<file path="src/rtl/alu_ctrl_pkg.sv">
// Shared definitions for the ALU operation sequencer: controlType codes,
// control-field encodings, FSM state constants and the decoded control word.
package alu_ctrl_pkg;

    localparam logic [4:0] CT_OP00 = 5'h00;
    localparam logic [4:0] CT_OP01 = 5'h01;
    localparam logic [4:0] CT_OP02 = 5'h02;
    localparam logic [4:0] CT_OP03 = 5'h03;
    localparam logic [4:0] CT_OP04 = 5'h04;
    localparam logic [4:0] CT_OP05 = 5'h05;
    localparam logic [4:0] CT_OP06 = 5'h06;
    localparam logic [4:0] CT_OP07 = 5'h07;
    localparam logic [4:0] CT_OP08 = 5'h08;
    localparam logic [4:0] CT_DIV  = 5'h09;
    localparam logic [4:0] CT_MULT = 5'h0A;
    localparam logic [4:0] CT_OP0B = 5'h0B;
    localparam logic [4:0] CT_OP0C = 5'h0C;
    localparam logic [4:0] CT_OP0D = 5'h0D;
    localparam logic [4:0] CT_BR0  = 5'h0E;
    localparam logic [4:0] CT_BR1  = 5'h0F;
    localparam logic [4:0] CT_BR2  = 5'h10;
    localparam logic [4:0] CT_BR3  = 5'h11;
    localparam logic [4:0] CT_OP12 = 5'h12;

    localparam logic [2:0] ALU_F0 = 3'b000;
    localparam logic [2:0] ALU_F1 = 3'b001;
    localparam logic [2:0] ALU_F2 = 3'b010;
    localparam logic [2:0] ALU_F3 = 3'b011;
    localparam logic [2:0] ALU_F4 = 3'b100;
    localparam logic [2:0] ALU_F5 = 3'b101;
    localparam logic [2:0] ALU_F6 = 3'b110;
    localparam logic [2:0] ALU_F7 = 3'b111;

    localparam logic [2:0] SRC_0 = 3'b000;
    localparam logic [2:0] SRC_1 = 3'b001;
    localparam logic [2:0] SRC_2 = 3'b010;
    localparam logic [2:0] SRC_3 = 3'b011;
    localparam logic [2:0] SRC_4 = 3'b100;
    localparam logic [2:0] SRC_5 = 3'b101;

    localparam logic [1:0] SMD_NONE = 2'b00;
    localparam logic [1:0] SMD_DIV  = 2'b01;
    localparam logic [1:0] SMD_MULT = 2'b10;

    typedef logic [2:0] state_t;
    localparam state_t ST_IDLE    = 3'd0;
    localparam state_t ST_EXEC    = 3'd1;
    localparam state_t ST_ISSUE   = 3'd2;
    localparam state_t ST_MD_WAIT = 3'd3;
    localparam state_t ST_FIN     = 3'd4;

    typedef struct packed {
        logic [2:0] aluop;
        logic       orop;
        logic       ovfop;
        logic       save;
        logic [2:0] srcout;
        logic       divop;
        logic       multop;
        logic       cond_we;
        logic [1:0] cond;
        logic       illegal;
    } ctrl_word_t;

endpackage

</file>
<file path="src/rtl/alu_ctrl_decode.sv">
// Pure combinational controlType -> control word decoder; anything outside
// the defined code set decodes to an all-zero word with the illegal flag set.
module alu_ctrl_decode
    import alu_ctrl_pkg::*;
(
    input  logic [4:0] code,
    output ctrl_word_t cw
);

    // Code table lookup
    always_comb begin
        cw = '0;
        case (code)
            CT_OP00: begin cw.srcout = SRC_3; cw.save = 1'b1; end
            CT_OP01: begin cw.aluop = ALU_F1; cw.ovfop = 1'b1; cw.srcout = SRC_3; cw.save = 1'b1; end
            CT_OP02: begin cw.aluop = ALU_F2; cw.ovfop = 1'b1; cw.srcout = SRC_3; cw.save = 1'b1; end
            CT_OP03: begin cw.aluop = ALU_F3; cw.srcout = SRC_3; cw.save = 1'b1; end
            CT_OP04: begin cw.aluop = ALU_F4; cw.ovfop = 1'b1; cw.srcout = SRC_3; cw.save = 1'b1; end
            CT_OP05: begin cw.aluop = ALU_F5; cw.srcout = SRC_3; cw.save = 1'b1; end
            CT_OP06: begin cw.aluop = ALU_F6; cw.srcout = SRC_3; cw.save = 1'b1; end
            CT_OP07: begin cw.aluop = ALU_F7; cw.srcout = SRC_2; cw.save = 1'b1; end
            CT_OP08: begin cw.orop = 1'b1; cw.srcout = SRC_4; cw.save = 1'b1; end
            CT_DIV:  begin cw.divop = 1'b1; end
            CT_MULT: begin cw.multop = 1'b1; end
            CT_OP0B: begin cw.aluop = ALU_F1; cw.srcout = SRC_3; cw.save = 1'b1; end
            CT_OP0C: begin cw.srcout = SRC_1; cw.save = 1'b1; end
            CT_OP0D: begin cw.srcout = SRC_0; cw.save = 1'b1; end
            CT_BR0:  begin cw.aluop = ALU_F7; cw.cond_we = 1'b1; cw.cond = 2'b00; end
            CT_BR1:  begin cw.aluop = ALU_F7; cw.cond_we = 1'b1; cw.cond = 2'b01; end
            CT_BR2:  begin cw.aluop = ALU_F7; cw.cond_we = 1'b1; cw.cond = 2'b10; end
            CT_BR3:  begin cw.aluop = ALU_F7; cw.cond_we = 1'b1; cw.cond = 2'b11; end
            CT_OP12: begin cw.srcout = SRC_5; cw.save = 1'b1; end
            default: begin cw.illegal = 1'b1; end
        endcase
    end

endmodule

</file>
<file path="src/rtl/alu_op_sequencer.sv">
// Registered ALU control sequencer: valid/ready request intake, single-cycle
// ALU ops, multi-cycle MULT/DIV sequencing, sticky branch condition.
module alu_op_sequencer #(
    parameter int CT_W        = 5,
    parameter int MULT_CYCLES = 32,
    parameter int DIV_CYCLES  = 32,
    parameter int CNT_W       = $clog2(((MULT_CYCLES > DIV_CYCLES) ? MULT_CYCLES : DIV_CYCLES) + 1)
) (
    input  logic            clk,
    input  logic            reset,
    input  logic            req_valid,
    output logic            req_ready,
    input  logic [CT_W-1:0] controlType,
    input  logic            div_zero,
    output logic [2:0]      ALUOp,
    output logic            divOp,
    output logic            multOp,
    output logic            orOp,
    output logic            overflowOp,
    output logic            ALUOutSave,
    output logic [2:0]      SrcOut,
    output logic [1:0]      StoreMD,
    output logic [1:0]      condType,
    output logic            busy,
    output logic            done,
    output logic            div_zero_exc,
    output logic            illegal
);
    import alu_ctrl_pkg::*;

    state_t          state_r;
    state_t          next_state_s;
    logic [CT_W-1:0] code_r;
    logic [CNT_W-1:0] cnt_r;
    logic [CNT_W-1:0] cnt_s;
    logic            exc_s;
    logic [4:0]      dec_code_s;
    ctrl_word_t      dec_s;

    logic [2:0] aluop_s;
    logic       divop_s;
    logic       multop_s;
    logic       orop_s;
    logic       ovfop_s;
    logic       save_s;
    logic [2:0] srcout_s;
    logic [1:0] storemd_s;
    logic [1:0] cond_s;
    logic       done_s;
    logic       exc_out_s;
    logic       illegal_s;
    logic       ready_s;

    // Outputs are registered from the next state, so in IDLE the decoder must
    // see the incoming code rather than the not-yet-latched one.
    assign dec_code_s = (state_r == ST_IDLE) ? controlType[4:0] : code_r[4:0];

    alu_ctrl_decode u_decode (
        .code (dec_code_s),
        .cw   (dec_s)
    );

    // Next-state and divide-by-zero exception detection
    always_comb begin
        next_state_s = state_r;
        exc_s        = 1'b0;
        case (state_r)
            ST_IDLE: begin
                if (req_valid) begin
                    if (dec_s.divop || dec_s.multop) begin
                        next_state_s = ST_ISSUE;
                    end else begin
                        next_state_s = ST_EXEC;
                    end
                end else begin
                    next_state_s = ST_IDLE;
                end
            end
            ST_EXEC: next_state_s = ST_IDLE;
            ST_ISSUE: begin
                if ((code_r[4:0] == CT_DIV) && div_zero) begin
                    next_state_s = ST_FIN;
                    exc_s        = 1'b1;
                end else begin
                    next_state_s = ST_MD_WAIT;
                end
            end
            ST_MD_WAIT: begin
                if (cnt_r == {CNT_W{1'b0}}) begin
                    next_state_s = ST_FIN;
                end else begin
                    next_state_s = ST_MD_WAIT;
                end
            end
            ST_FIN:  next_state_s = ST_IDLE;
            default: next_state_s = ST_IDLE;
        endcase
    end

    // Latency counter: loaded with N-1 in ISSUE so MD_WAIT lasts exactly N cycles
    always_comb begin
        cnt_s = cnt_r;
        if (state_r == ST_ISSUE) begin
            if (code_r[4:0] == CT_DIV) begin
                cnt_s = CNT_W'(DIV_CYCLES - 1);
            end else begin
                cnt_s = CNT_W'(MULT_CYCLES - 1);
            end
        end else if ((state_r == ST_MD_WAIT) && (cnt_r != {CNT_W{1'b0}})) begin
            cnt_s = cnt_r - CNT_W'(1);
        end else begin
            cnt_s = cnt_r;
        end
    end

    // Moore output values for the state being entered
    always_comb begin
        aluop_s   = 3'b000;
        divop_s   = 1'b0;
        multop_s  = 1'b0;
        orop_s    = 1'b0;
        ovfop_s   = 1'b0;
        save_s    = 1'b0;
        srcout_s  = 3'b000;
        storemd_s = SMD_NONE;
        cond_s    = condType;
        done_s    = 1'b0;
        exc_out_s = 1'b0;
        illegal_s = 1'b0;
        ready_s   = (next_state_s == ST_IDLE);
        case (next_state_s)
            ST_EXEC: begin
                aluop_s   = dec_s.aluop;
                orop_s    = dec_s.orop;
                ovfop_s   = dec_s.ovfop;
                save_s    = dec_s.save;
                srcout_s  = dec_s.srcout;
                illegal_s = dec_s.illegal;
                done_s    = 1'b1;
                if (dec_s.cond_we) begin
                    cond_s = dec_s.cond;
                end else begin
                    cond_s = condType;
                end
            end
            ST_ISSUE: begin
                divop_s  = dec_s.divop;
                multop_s = dec_s.multop;
            end
            ST_FIN: begin
                done_s = 1'b1;
                if (exc_s) begin
                    exc_out_s = 1'b1;
                end else if (code_r[4:0] == CT_DIV) begin
                    storemd_s = SMD_DIV;
                end else begin
                    storemd_s = SMD_MULT;
                end
            end
            default: begin
                aluop_s = 3'b000;
            end
        endcase
    end

    // State, code latch, counter and output registers
    always_ff @(posedge clk or negedge reset) begin
        if (!reset) begin
            state_r      <= ST_IDLE;
            code_r       <= {CT_W{1'b0}};
            cnt_r        <= {CNT_W{1'b0}};
            req_ready    <= 1'b1;
            busy         <= 1'b0;
            ALUOp        <= 3'b000;
            divOp        <= 1'b0;
            multOp       <= 1'b0;
            orOp         <= 1'b0;
            overflowOp   <= 1'b0;
            ALUOutSave   <= 1'b0;
            SrcOut       <= 3'b000;
            StoreMD      <= 2'b00;
            condType     <= 2'b00;
            done         <= 1'b0;
            div_zero_exc <= 1'b0;
            illegal      <= 1'b0;
        end else begin
            state_r <= next_state_s;
            cnt_r   <= cnt_s;
            if ((state_r == ST_IDLE) && req_valid) begin
                code_r <= controlType;
            end
            req_ready    <= ready_s;
            busy         <= ~ready_s;
            ALUOp        <= aluop_s;
            divOp        <= divop_s;
            multOp       <= multop_s;
            orOp         <= orop_s;
            overflowOp   <= ovfop_s;
            ALUOutSave   <= save_s;
            SrcOut       <= srcout_s;
            StoreMD      <= storemd_s;
            condType     <= cond_s;
            done         <= done_s;
            div_zero_exc <= exc_out_s;
            illegal      <= illegal_s;
        end
    end

endmodule

</file>
<file path="config.mk">
export PLATFORM = sky130hd
export DESIGN_NAME = alu_op_sequencer
export DESIGN_NICKNAME = d
export VERILOG_FILES = /design/src/rtl/alu_ctrl_pkg.sv /design/src/rtl/alu_ctrl_decode.sv /design/src/rtl/alu_op_sequencer.sv
export SDC_FILE = /design/constraint.sdc
export NUM_CORES = 1
export LEC_CHECK = 0
export ABC_AREA = 1
export CORE_ASPECT_RATIO = 1.25
export CORE_MARGIN = 2
export CORE_UTILIZATION = 40
export DETAILED_ROUTE_END_ITERATION = 16
export PLACE_DENSITY_LB_ADDON = 0.25
export SYNTH_ARGS = -nofsm -noshare
export SYNTH_HDL_FRONTEND = slang
export SYNTH_SLANG_ARGS = --single-unit
export TNS_END_PERCENT = 1
</file>
<file path="constraint.sdc">
create_clock -name clk -period 2.69 [get_ports clk]
set_input_delay 0.269 -clock clk [delete_from_list [all_inputs] [get_ports clk]]
set_output_delay 0.269 -clock clk [all_outputs]
set_load 0.01 [all_outputs]
</file>
==> results.yml <==
outcome:
  status: "finished clean"
sta:
  timing.fmax_mhz: 575.5
  fin_worst_skew_ps: 8.199
  finalSetupViolCount: 0
  maxSlewHeadroom_pct: 68.06
  fin_crit_ps: 1738
  tns_ps: 0
  slew_viol_final: 0
  fin_crit_sh_pct: 64.60
  rsz0062_at_grt: "no"
  tightest_slew_ps: 475.4
  hold_violations: 0
logic_synthesis:
  synth_warnings: 0
  ys_seq_elements: 34
  ys_seq_area_share_pct: 47.23
  synth.top_cell.area_share_pct: 45.77
  avgSynthCellArea_um2: 8.127
  synth_cells: 222
  syn_area_mm2: 0.001804
  syn_nets: 233
  synth_cell_types: 22
  synthTopCellsByArea: "dfrtp_1, nand2_1, nand3_1, inv_1, o21ai_0"
  yosys.area.top_type: "dfrtp_1"
critical_path:
  worst-setup-path-type: "reg2reg"
  r2r_slack_ps: 950
  worstPathRequired_ps: 2870
  r2r-end: "condType[0]$_DFFE_PN0P_"
  r2r_start: "state_r[0]$_DFF_PN0_"
  worstPathArrival_ps: 1910
  cp_max_fo: 10
  worstSetupStartpointType: "flop"
  worst_r2r_path_depth: 10
  cp-end-kind: "flop"
cts:
  cts_tree: "built"
  root_buffer: "clkbuf_8"
  holdBufCountCts: 0
  path_clk_slew_ps: 60
  clock_latency_ps: 280
  clock_path_buffers: 2
  postCtsSetupRepairBufs: 0
  h-tree-depth: 2
  clock-sinks: 34
  cts_buffers: 5
  cts_resized: 0
routing:
  routedWlPerCell_um: 10.78
  dr_total_vias: 1487
  drtIter0Drc: 51
  drtPass1Iterations: 4
  viasPerCell: 4.691
  antenna_left: 0
  drc: 0
  routed_wl_um: 3417
placed_design:
  gp_congestion: 0.8849
  hpwl_um: 2586
  dpl-instance-area_mm2: 0.002165
  portBuffers: 28
global_route:
  grt_pass1_wl_um: 6396
  antenna_found_initial: 0
  grt_overflow_total: 0
  grt_start_max_net_pins: 35
  grt_pass1_vias: 1419
  grt_usage_pct: 16.07
floorplanning:
  row_count: 27
  die_y_um: 79.09
  die-width_um: 64.07
  core-area_mm2: 0.004358
  start_util_pct: 41.40
  io-pin-count: 29
  die-area_mm2: 0.005067
power_and_ir_drop:
  leakage_nw: 1.177
  peakVddDrop_uv: 419.9
  power.density_mw_per_mm2: 1053
layout:
  final_nets: 269
  fin_area_mm2: 0.002245
  drive_gt1_share_pct: 15.06
  synthToLayoutAreaGrowth_pct: 24.41
  antenna_cells: 0
min_path:
  hold_class: "in2async"
flow_run:
  maxCapViolations: 0
## stage by stage
stage               instances  utilization, %  hold slack, ps  worst slack [ps]  total power, mW
CTS                       317           51.51           408.9             954.7            2.392
floorplan                 222               -          -26.59              1159            1.662
global placement          309           49.67           466.0             910.5            2.024
detailed placement        309           49.67           461.5             911.0            2.028
global route              317           51.51           447.9             740.7            2.604
finish                    317           51.51           400.2             952.4            2.365
## power by group
group	internal (mW)	switching [mW]	leakage, nW
registers	0.671	0.0780	0.434
clock network	0.183	0.163	0.0395
logic	0.462	0.807	0.704
total	1.32	1.05	1.18
## placed cells by master, fill, tap and decap left out, types with 6 or more instances in the layout
master and count:
nand2_1 54, dfrtp_1 33, inv_1 30, clkdlybuf4s50_1 28, nand3_1 23, nor2_1 17
o21ai_0 15, a21oi_1 9, inv_2 8, nand2_2 7, nand2_4 6
## synth_stat cells (all sizes together)
| master | instances |
|---|---|
| a21oi | 10 |
| dfrtp | 33 |
| dfstp | 1 |
| ha | 2 |
| inv | 38 |
| nand2 | 68 |
| nand3 | 24 |
| nand3b | 1 |
| nand4 | 4 |
| nor2 | 23 |
| nor3 | 2 |
| o21ai | 16 |
## cells by family after synthesis
| kind of cell | Yosys count | share of synthesized area [%] |
|---|---|---|
| simple gates | 122 | 35.02 |
| flops | 34 | 47.23 |
| buf+inv | 38 | 7.906 |
| fa+ha+maj | 2 | 1.387 |
| compound gates | 26 | 8.461 |
## sequential cells by signal (all words and copies together), names as in the netlist
signal	count
ALUOp	3
ALUOutSave	1
SrcOut	3
StoreMD	2
busy	1
cnt_r	6
code_r	5
condType	2
divOp	1
div_zero_exc	1
done	1
illegal	1
multOp	1
orOp	1
overflowOp	1
req_ready	1
state_r	3
## per-layer routing
| metal | vias up | GRT usage (%) | share of wire, % |
|---|---|---|---|
| li1 | 770 | - | - |
| met1 | 657 | 20.92 | 46 |
| met2 | 49 | 24.90 | 46 |
| met3 | 11 | 3.824 | 4.8 |
| met4 | 0 | 8.043 | 3.3 |
| met5 | - | 0 | 0 |
## critical path, cell delays in order (launching register included)
cell and delay, ps:
dfrtp_1 440, nor2_8 220, nand2_8 110, nand2_1 70, nand2_1 120, nor2_1 190
nand3_1 150, nand2_2 130, nand2_1 80, nand2_1 70, nand2_1 50
## cell type report
type,count,area (µm²)
fillers,423,2113
clock buffers,8,80.08
inverters,38,142.6
flip-flops and latches,34,852.1
multi-input cells,150,809.5
repair buffers,29,287.8
well taps,58,72.57
## how the worst max path moves through the flow
stage | to | cells after the start | slack (ps) | start
2_1_floorplan | busy$_DFF_PN0_ | 8 | 1160 | state_r[0]$_DFF_PN0_
3_3_place_gp | SrcOut[2]$_DFF_PN0_ | 11 | 910 | controlType[3]
3_5_place_dp | SrcOut[2]$_DFF_PN0_ | 11 | 910 | controlType[3]
4_1_cts | condType[0]$_DFFE_PN0P_ | 10 | 950 | state_r[0]$_DFF_PN0_
5_1_grt | condType[0]$_DFFE_PN0P_ | 10 | 740 | state_r[0]$_DFF_PN0_
6_report | condType[0]$_DFFE_PN0P_ | 10 | 950 | state_r[0]$_DFF_PN0_
Power figures use the tool's default switching activity.
